## config.mk

```make
export PLATFORM = sky130hd
export DESIGN_NAME = module_add_scheduler
export DESIGN_NICKNAME = d
export VERILOG_FILES = /design/src/rtl/module_add_scheduler.sv
export SDC_FILE = /design/constraint.sdc
export NUM_CORES = 1
export LEC_CHECK = 0
export BUFFER_PORTS_ARGS = -buffer_cell sky130_fd_sc_hd__buf_2
export CORE_MARGIN = 2
export CORE_UTILIZATION = 30
export CTS_BUF_LIST = sky130_fd_sc_hd__clkbuf_16
export DETAILED_ROUTE_END_ITERATION = 7
export GPL_TIMING_DRIVEN = 1
export PLACE_DENSITY = 0.58
export SLEW_MARGIN = 25
export SYNTH_ARGS = -nofsm -noshare
export SYNTH_HDL_FRONTEND = slang
export SYNTH_SLANG_ARGS = --single-unit
export TNS_END_PERCENT = 5
```

## constraint.sdc

```tcl
create_clock -name clk -period 2.8 [get_ports clk]
set_clock_uncertainty 0.05 [all_clocks]
set_input_delay 0.84 -clock clk [delete_from_list [all_inputs] [get_ports clk]]
set_output_delay 0.84 -clock clk [all_outputs]
set_load 0.02 [all_outputs]
```

## src/rtl/module_add_scheduler.sv

```systemverilog
// Two-requester add/clamp/parity scheduler sharing one datapath (IDLE->ADD->CHECK->RESP).
// Optional SCHED_SAT_COUNT_EN adds out_sat_count, a saturating count of clamped, handshaken results.
module module_add_scheduler #(
  parameter int SAT_LIMIT = 100
) (
  input  logic        clk,
  input  logic        rst_n,
  input  logic [1:0]  in_req_valid,
  input  logic [31:0] in_a0,
  input  logic [31:0] in_b0,
  input  logic [31:0] in_a1,
  input  logic [31:0] in_b1,
  output logic [1:0]  out_req_ready,
  output logic        out_valid,
  input  logic        in_ready,
  output logic [31:0] out_add_result,
  output logic        out_is_even,
  output logic        out_grant_id,
  output logic        out_busy
`ifdef SCHED_SAT_COUNT_EN
  ,
  output logic [15:0] out_sat_count
`endif
);

  typedef enum logic [1:0] {IDLE, ADD, CHECK, RESP} state_t;

  state_t      r_state;
  logic        r_last;
  logic        r_valid;
  logic        r_is_even;
  logic        r_grant_id;
  logic        r_busy;
  logic [31:0] r_a;
  logic [31:0] r_b;
  logic [31:0] r_result;

  logic        w_grant;
  logic        w_accept;
  logic [31:0] w_sum;
  logic        w_clamp_hit;
  logic [31:0] w_clamped;

  // Round-robin only matters on contention; a lone requester always wins.
  assign w_grant       = (in_req_valid == 2'b11) ? ~r_last : in_req_valid[1];
  assign w_accept      = rst_n && (r_state == IDLE) && (in_req_valid != 2'b00);
  assign out_req_ready = w_accept ? (w_grant ? 2'b10 : 2'b01) : 2'b00;

  assign w_sum       = r_a + r_b;
  assign w_clamp_hit = $signed(w_sum) > SAT_LIMIT;
  assign w_clamped   = w_clamp_hit ? 32'(SAT_LIMIT) : w_sum;

  assign out_valid      = r_valid;
  assign out_add_result = r_result;
  assign out_is_even    = r_is_even;
  assign out_grant_id   = r_grant_id;
  assign out_busy       = r_busy;

`ifdef SCHED_SAT_COUNT_EN
  logic        r_sat_hit;
  logic [15:0] r_sat_count;
  assign out_sat_count = r_sat_count;

  always_ff @(posedge clk or negedge rst_n) begin
    if (!rst_n) begin
      r_sat_hit   <= 1'b0;
      r_sat_count <= 16'd0;
    end else begin
      if (r_state == ADD) begin
        r_sat_hit <= w_clamp_hit;
      end
      if (r_state == RESP && in_ready && r_sat_hit && r_sat_count != 16'hFFFF) begin
        r_sat_count <= r_sat_count + 16'd1;
      end
    end
  end
`endif

  always_ff @(posedge clk or negedge rst_n) begin
    if (!rst_n) begin
      r_state    <= IDLE;
      r_last     <= 1'b1;
      r_valid    <= 1'b0;
      r_is_even  <= 1'b0;
      r_grant_id <= 1'b0;
      r_busy     <= 1'b0;
      r_a        <= 32'd0;
      r_b        <= 32'd0;
      r_result   <= 32'd0;
    end else begin
      case (r_state)
        IDLE: begin
          if (w_accept) begin
            r_a        <= w_grant ? in_a1 : in_a0;
            r_b        <= w_grant ? in_b1 : in_b0;
            r_grant_id <= w_grant;
            r_busy     <= 1'b1;
            r_state    <= ADD;
          end
        end
        ADD: begin
          r_result <= w_clamped;
          r_state  <= CHECK;
        end
        CHECK: begin
          r_is_even <= ~r_result[0];
          r_valid   <= 1'b1;
          r_state   <= RESP;
        end
        RESP: begin
          // Arbitration pointer advances only once the consumer has the result.
          if (in_ready) begin
            r_valid <= 1'b0;
            r_busy  <= 1'b0;
            r_last  <= r_grant_id;
            r_state <= IDLE;
          end
        end
        default: r_state <= IDLE;
      endcase
    end
  end

endmodule

```

# Word-level counts from Yosys, hierarchy flattened
# Cells that the tools add are included.
dict set report op_classes {
  bitwise 2
  reduce_logical 11
  n_addsub 1
  n_lt_le_gt_ge 1
  n_eq_ne 6
  mux 13
}
# operator count
set op_table {}
lappend op_table {{$mux 32} 3}
lappend op_table {{$add 32x32->32} 1}
lappend op_table {{$gt 32x8->1 const B} 1}
lappend op_table {{$mux 2} 4}
lappend op_table {{$pmux 2 s4} 1}
lappend op_table {{$reduce_and 2->1} 4}
lappend op_table {{$eq 2x2->1 const B} 3}
lappend op_table {{$reduce_bool 2->1} 3}
lappend op_table {{$ne 2x2->1 const B} 2}
lappend op_table {{$pmux 1 s2} 2}
lappend op_table {{$mux 1} 3}
lappend op_table {{$reduce_and 3->1} 1}
lappend op_table {{$eq 2x1->1 const B} 1}
lappend op_table {{$logic_and 1x1->1} 2}
lappend op_table {{$logic_not 2->1} 1}
lappend op_table {{$not 1->1} 2}
dict set report word_totals {
  wordCells 43
  output_inout_bits 38
  reg_bits 103
  inputBits 133
}

# Depth between registers and ports, before layout
dict set report logic_depth {
  depth_word 5
  ltp_mapped 13
  depth_no_buf 12
}

# Worst setup path before layout
# Ideal clock, no wire load.
dict set report synth_path {
  kind {flip-flop to flip-flop}
  from {reg r_a[12]}
  to {reg r_result[2], in the netlist out_add_result[2]}
  synth_period_minus_slack_ps 3116
  arrival_time_ps 2943
  setup_slack_ps -316
  path_stages_with_launch 11
  setup_ps 123
  n_path_buf 0
  t_required_ps 2627
  cell_sequence {dfrtp_1 ha_1 a21o_4 a31oi_4 o22ai_2 o311a_4 o31a_4 o211a_1 a211o_1 or3_1 o221a_1}
}
dict set report synth_via {
  elab_chain_len 3
}
# item line_no
set synth_rtl {}
lappend synth_rtl {{from (decl)} 34} ;# logic [31:0] r_a;
lappend synth_rtl {{from (signal assigned)} 94} ;# r_a <= w_grant ? in_a1 : in_a0;
lappend synth_rtl {{$add 32x32->32} 49} ;# assign w_sum = r_a + r_b;
lappend synth_rtl {{$gt 32x8->1} 50} ;# assign w_clamp_hit = $signed(w_sum) > SAT_LIMIT;
lappend synth_rtl {{$mux 32} 51} ;# assign w_clamped = w_clamp_hit ? 32'(SAT_LIMIT) : w_sum;
lappend synth_rtl {{to (signal assigned)} 102} ;# r_result <= w_clamped;
lappend synth_rtl {{to (decl)} 36} ;# logic [31:0] r_result;
# Every way passes these cells.
# A chain may end at the register's enable or synchronous reset.

# Worst setup path after layout
dict set report layout_path {
  from {reg r_a[5]}
  to {reg r_result[5], in the netlist out_add_result[5]}
}
dict set report layout_via {
  elab_chain_len 3
}
# item line_no
set layout_rtl {}
lappend layout_rtl {{$add 32x32->32 *} 49}
lappend layout_rtl {{$gt 32x8->1} 50}
lappend layout_rtl {{$mux 32 *} 51}
# Mark *: on every way between the ends. The rest lies on a longest branch, timed or not.

==> reports/results.md <==
| Metric | This run |
|:---|:---|
| Result of the run | complete, but fails checks |
| Violated checks | design-rule violations, negative setup slack |
| Cell Pwr Density | 1480 nW/um2 |
| Upper clock frequency limit | 311 MHz |
| Register bit count reported by yosys | 103 |
| ANT nets after route | 0 |
| Post-CTS clock slew at the launch and capture registers of the worst setup and hold paths | 0.08 ns |
| Pin count of the biggest net entering global routing | 66 |
| Placer Congestion | 0.957 |
| Layout cell share with drive strength beyond 1 | 43.3% |
| Post-synthesis cell type count | 72 |
| TritonCTS Sinks | 103 |
| Worst-case reg-to-reg path depth | 13 |
| Number of port buffers | 170 |
| Type of the worst setup path | reg2reg |
| Width of the die | 149 um |
| Worst endpoint data arrival time | 3.41 ns |
| Maximum Capacitance Violations | 0 |
| Via/cell ratio | 5.15 |
| Endpoint of the worst register-to-register path | out_add_result[5] |
| Number of flops mapped to enable cells by yosys | 0 |
| Area leader, netlist | sky130_fd_sc_hd__dfrtp_1 |
| Number of clock buffers inserted by TritonCTS | 9 |
| Yosys synthesis warning count | 0 |
| Time the final worst path needs with I/O delays and setup | 3.21 ns |
| Startpoint type of the worst setup path | flip-flop |
| Post-detailed-route wirelength per cell | 17.3 um |
| Layout net count | 1168 |
| Required time reported for the critical path endpoint | 3.00 ns |
| Root Driver | sky130_fd_sc_hd__clkbuf_16 |
| Flip-flop cell with the highest count after synthesis | sky130_fd_sc_hd__dfrtp_1 |
| Antenna violations before repair | 0 |
| Floorplan die area | 22300 um2 |
| Sequential cell area fraction in the yosys report | 40.6% |
| Global-route wire length before repair | 34.2 mm |
| Fraction of post-synthesis cell area in the top cell type by area | 40.2% |
| Detailed-routing iteration count for the pre-antenna-repair pass | 8 |
| Count of pins on the block boundary | 171 |
| Global-route congestion overflow total | 0 |
| Headroom to the max-slew limit | 51.1% |
| Via count of the first global-routing pass | 6370 |
| Final count of negative-setup-slack endpoints | 27 |
| Count of inserted antenna diode cells | 0 |
| TritonCTS clock tree | built |
| R2r setup slk | -0.41 ns |
| Number of buffers between clock root and the deepest sink | 2 |
| Kind of capture point of the worst setup path | flip-flop |
| Maximum fanout along the worst path | 7 |
| Post-synthesis cell area | 6350 um2 |
| Starting utilization of the core area | 30.4% |
| Post-detailed-route DRC marker count | 10 |
| Count of routing violations after the opening detailed-route iteration | 609 |
| Hold-fix buffers, CTS | 0 |
| Post-synthesis area per instance | 9.45 um2 |
| Worst slew pin tran | 0.733 ns |
| PnR worst setup slack | -0.413 ns |
| Maximum resistive drop on vdd | 0.000492 V |
| Number of H-tree levels | 3 |
| Final Max Slew Viols | 0 |
| Number of nets produced by synthesis | 842 |
| Async set or reset register ratio after synthesis | 100% |
| Placed wire-length estimate | 17.3 mm |
| Num rows | 53 |
| GRT Resource Usage Total | 19.9% |
| Static power due to leakage | 4.86 nW |
| Synthesis-to-layout area growth | 48.4% |
| Type of the worst min-delay path | in2async |
| R2r startpoint | r_a[5] |
| Vias | 6588 |
| Chip height | 149 um |
| Clock insertion delay at the later pin of the skew report | 0.36 ns |
| Worst slack, placed | -0.647 ns |
| Unrepaired setup endpoints after global routing | true |
| Area inside the core boundary | 20900 um2 |
| Biggest area contributors in the synthesized netlist | sky130_fd_sc_hd__dfrtp_1, sky130_fd_sc_hd__a222oi_1, sky130_fd_sc_hd__ha_1 |
| Post-Synthesis Cells | 672 |
| Total Wirelength | 22.2 mm |
| Count of final hold-check violations | 0 |
| Ratio of final minimum period to clock period | 115% |
| Final cell utilization of the core | 45.1% |
## layer usage
layer	global-route usage, %	vias to the layer above	wire (um)
li1	-	3234	-
met1	28.4	3109	10600
met2	31.7	230	10200
met3	2.47	15	1180
met4	5.52	0	269
met5	0	-	0
## stage by stage
step | instances | setup TNS [ns] | hold slack (ns) | instance area (um2) | power (mW)
finish | 1278 | -3.53 | 0.403 | 9420 | 14.0
detailed placement | 1250 | -11.22 | 0.416 | 8730 | 11.8
CTS | 1273 | -4.12 | 0.393 | 9290 | 13.7
floorplan | 672 | -1.61 | 0.433 | 6370 | 7.40
global route | 1278 | -6.91 | 0.406 | 9420 | 15.0
global placement | 1250 | -7.75 | 0.418 | 8730 | 11.8
## logic make-up (layout without fill, tap and decap cells)
logic type / after synthesis / after routing / synth area share [%]
DFF: 103 / 103 / 40.6
and+or+nand+nor: 138 / 138 / 11.0
xor gates and xnor gates: 11 / 11 / 1.52
buffers and inverters: 128 / 459 / 7.70
adders and majority gates: 37 / 37 / 7.41
AOI/OAI and AO/OA: 251 / 251 / 31.1
muxes: 4 / 4 / 0.650
## where the power goes
group / switching, mW / internal (mW)
combinational: 5.12 / 5.00
sequential: 0.485 / 2.15
clock: 0.612 / 0.609
total: 6.22 / 7.76
## cells in the final DEF, fill, tap and decap left out, drive strengths merged, types with 9 or more instances in the layout
cell     count
inv         93
o21ai       42
nand3        9
buf        354
a222oi      64
a211oi      11
a21oi       40
a21o        17
dfrtp      102
nand2       45
o2bb2ai     14
or3         11
nor3        10
nor2        20
clkbuf       9
ha          36
## worst max-delay path, cell delays in order, from the launching register on
cell and delay (ns):
sky130_fd_sc_hd__dfrtp_1 0.42, sky130_fd_sc_hd__ha_4 0.27, sky130_fd_sc_hd__buf_4 0.14, sky130_fd_sc_hd__a21o_1 0.19
sky130_fd_sc_hd__o31a_1 0.32, sky130_fd_sc_hd__buf_4 0.16, sky130_fd_sc_hd__o211ai_1 0.29, sky130_fd_sc_hd__and3_1 0.28
sky130_fd_sc_hd__a2bb2oi_2 0.15, sky130_fd_sc_hd__buf_4 0.12, sky130_fd_sc_hd__and4b_1 0.19, sky130_fd_sc_hd__nand4_1 0.14
sky130_fd_sc_hd__buf_6 0.18, sky130_fd_sc_hd__o221a_1 0.20
## worst max-delay path by stage
stage / startpoint / slack [ns] / cells past startpoint / end
3_3_place_gp: r_a[0] / -0.56 / 13 / out_add_result[6]
6_report: r_a[5] / -0.41 / 13 / out_add_result[5]
4_1_cts: r_b[0] / -0.35 / 13 / out_add_result[5]
2_1_floorplan: r_a[14] / -0.26 / 11 / out_add_result[2]
5_1_grt: r_b[0] / -0.51 / 14 / out_add_result[5]
3_5_place_dp: r_a[0] / -0.65 / 13 / out_add_result[6]
## Yosys cell counts (9+ instances only)
cell                        count
sky130_fd_sc_hd__a222oi_1      64
sky130_fd_sc_hd__nor3_1        10
sky130_fd_sc_hd__nand3_1        9
sky130_fd_sc_hd__or3_1         11
sky130_fd_sc_hd__nand2_1       45
sky130_fd_sc_hd__dfrtp_1      102
sky130_fd_sc_hd__clkbuf_1      30
sky130_fd_sc_hd__a211oi_1      10
sky130_fd_sc_hd__inv_1         89
sky130_fd_sc_hd__o21ai_0       41
sky130_fd_sc_hd__o2bb2ai_1     14
sky130_fd_sc_hd__a21o_1        16
sky130_fd_sc_hd__ha_1          36
sky130_fd_sc_hd__nor2_1        19
sky130_fd_sc_hd__a21oi_1       40
## cell type report
cell class              instances  area (um2)
fillers                      2062       11500
multi-input cells             441        3610
flip-flops and latches        103        2580
repair buffers                354        2280
well taps                     275         344
inverters                      89         334
clock buffers                   9         225
clock inverters                 7        48.8
## registers in the layout (all words and copies together) (netlist names)
| name | count |
|---|---|
| out_add_result | 32 |
| r_a | 32 |
| r_b | 32 |
| r_state | 2 |
| out_busy | 1 |
| out_grant_id | 1 |
| out_is_even | 1 |
| out_valid | 1 |
| r_last | 1 |
## timing repair
| item | in CTS | in global routing |
|---|---|---|
| endpoints found under the hold margin | 0 | 0 |
| endpoints found under the setup margin | 32 | 32 |
| setup buffers | 7 | 5 |
| gates resized for setup | 49 | 25 |
| pin swaps | 24 | 13 |
No activity file was read; power rests on OpenSTA's default activity.
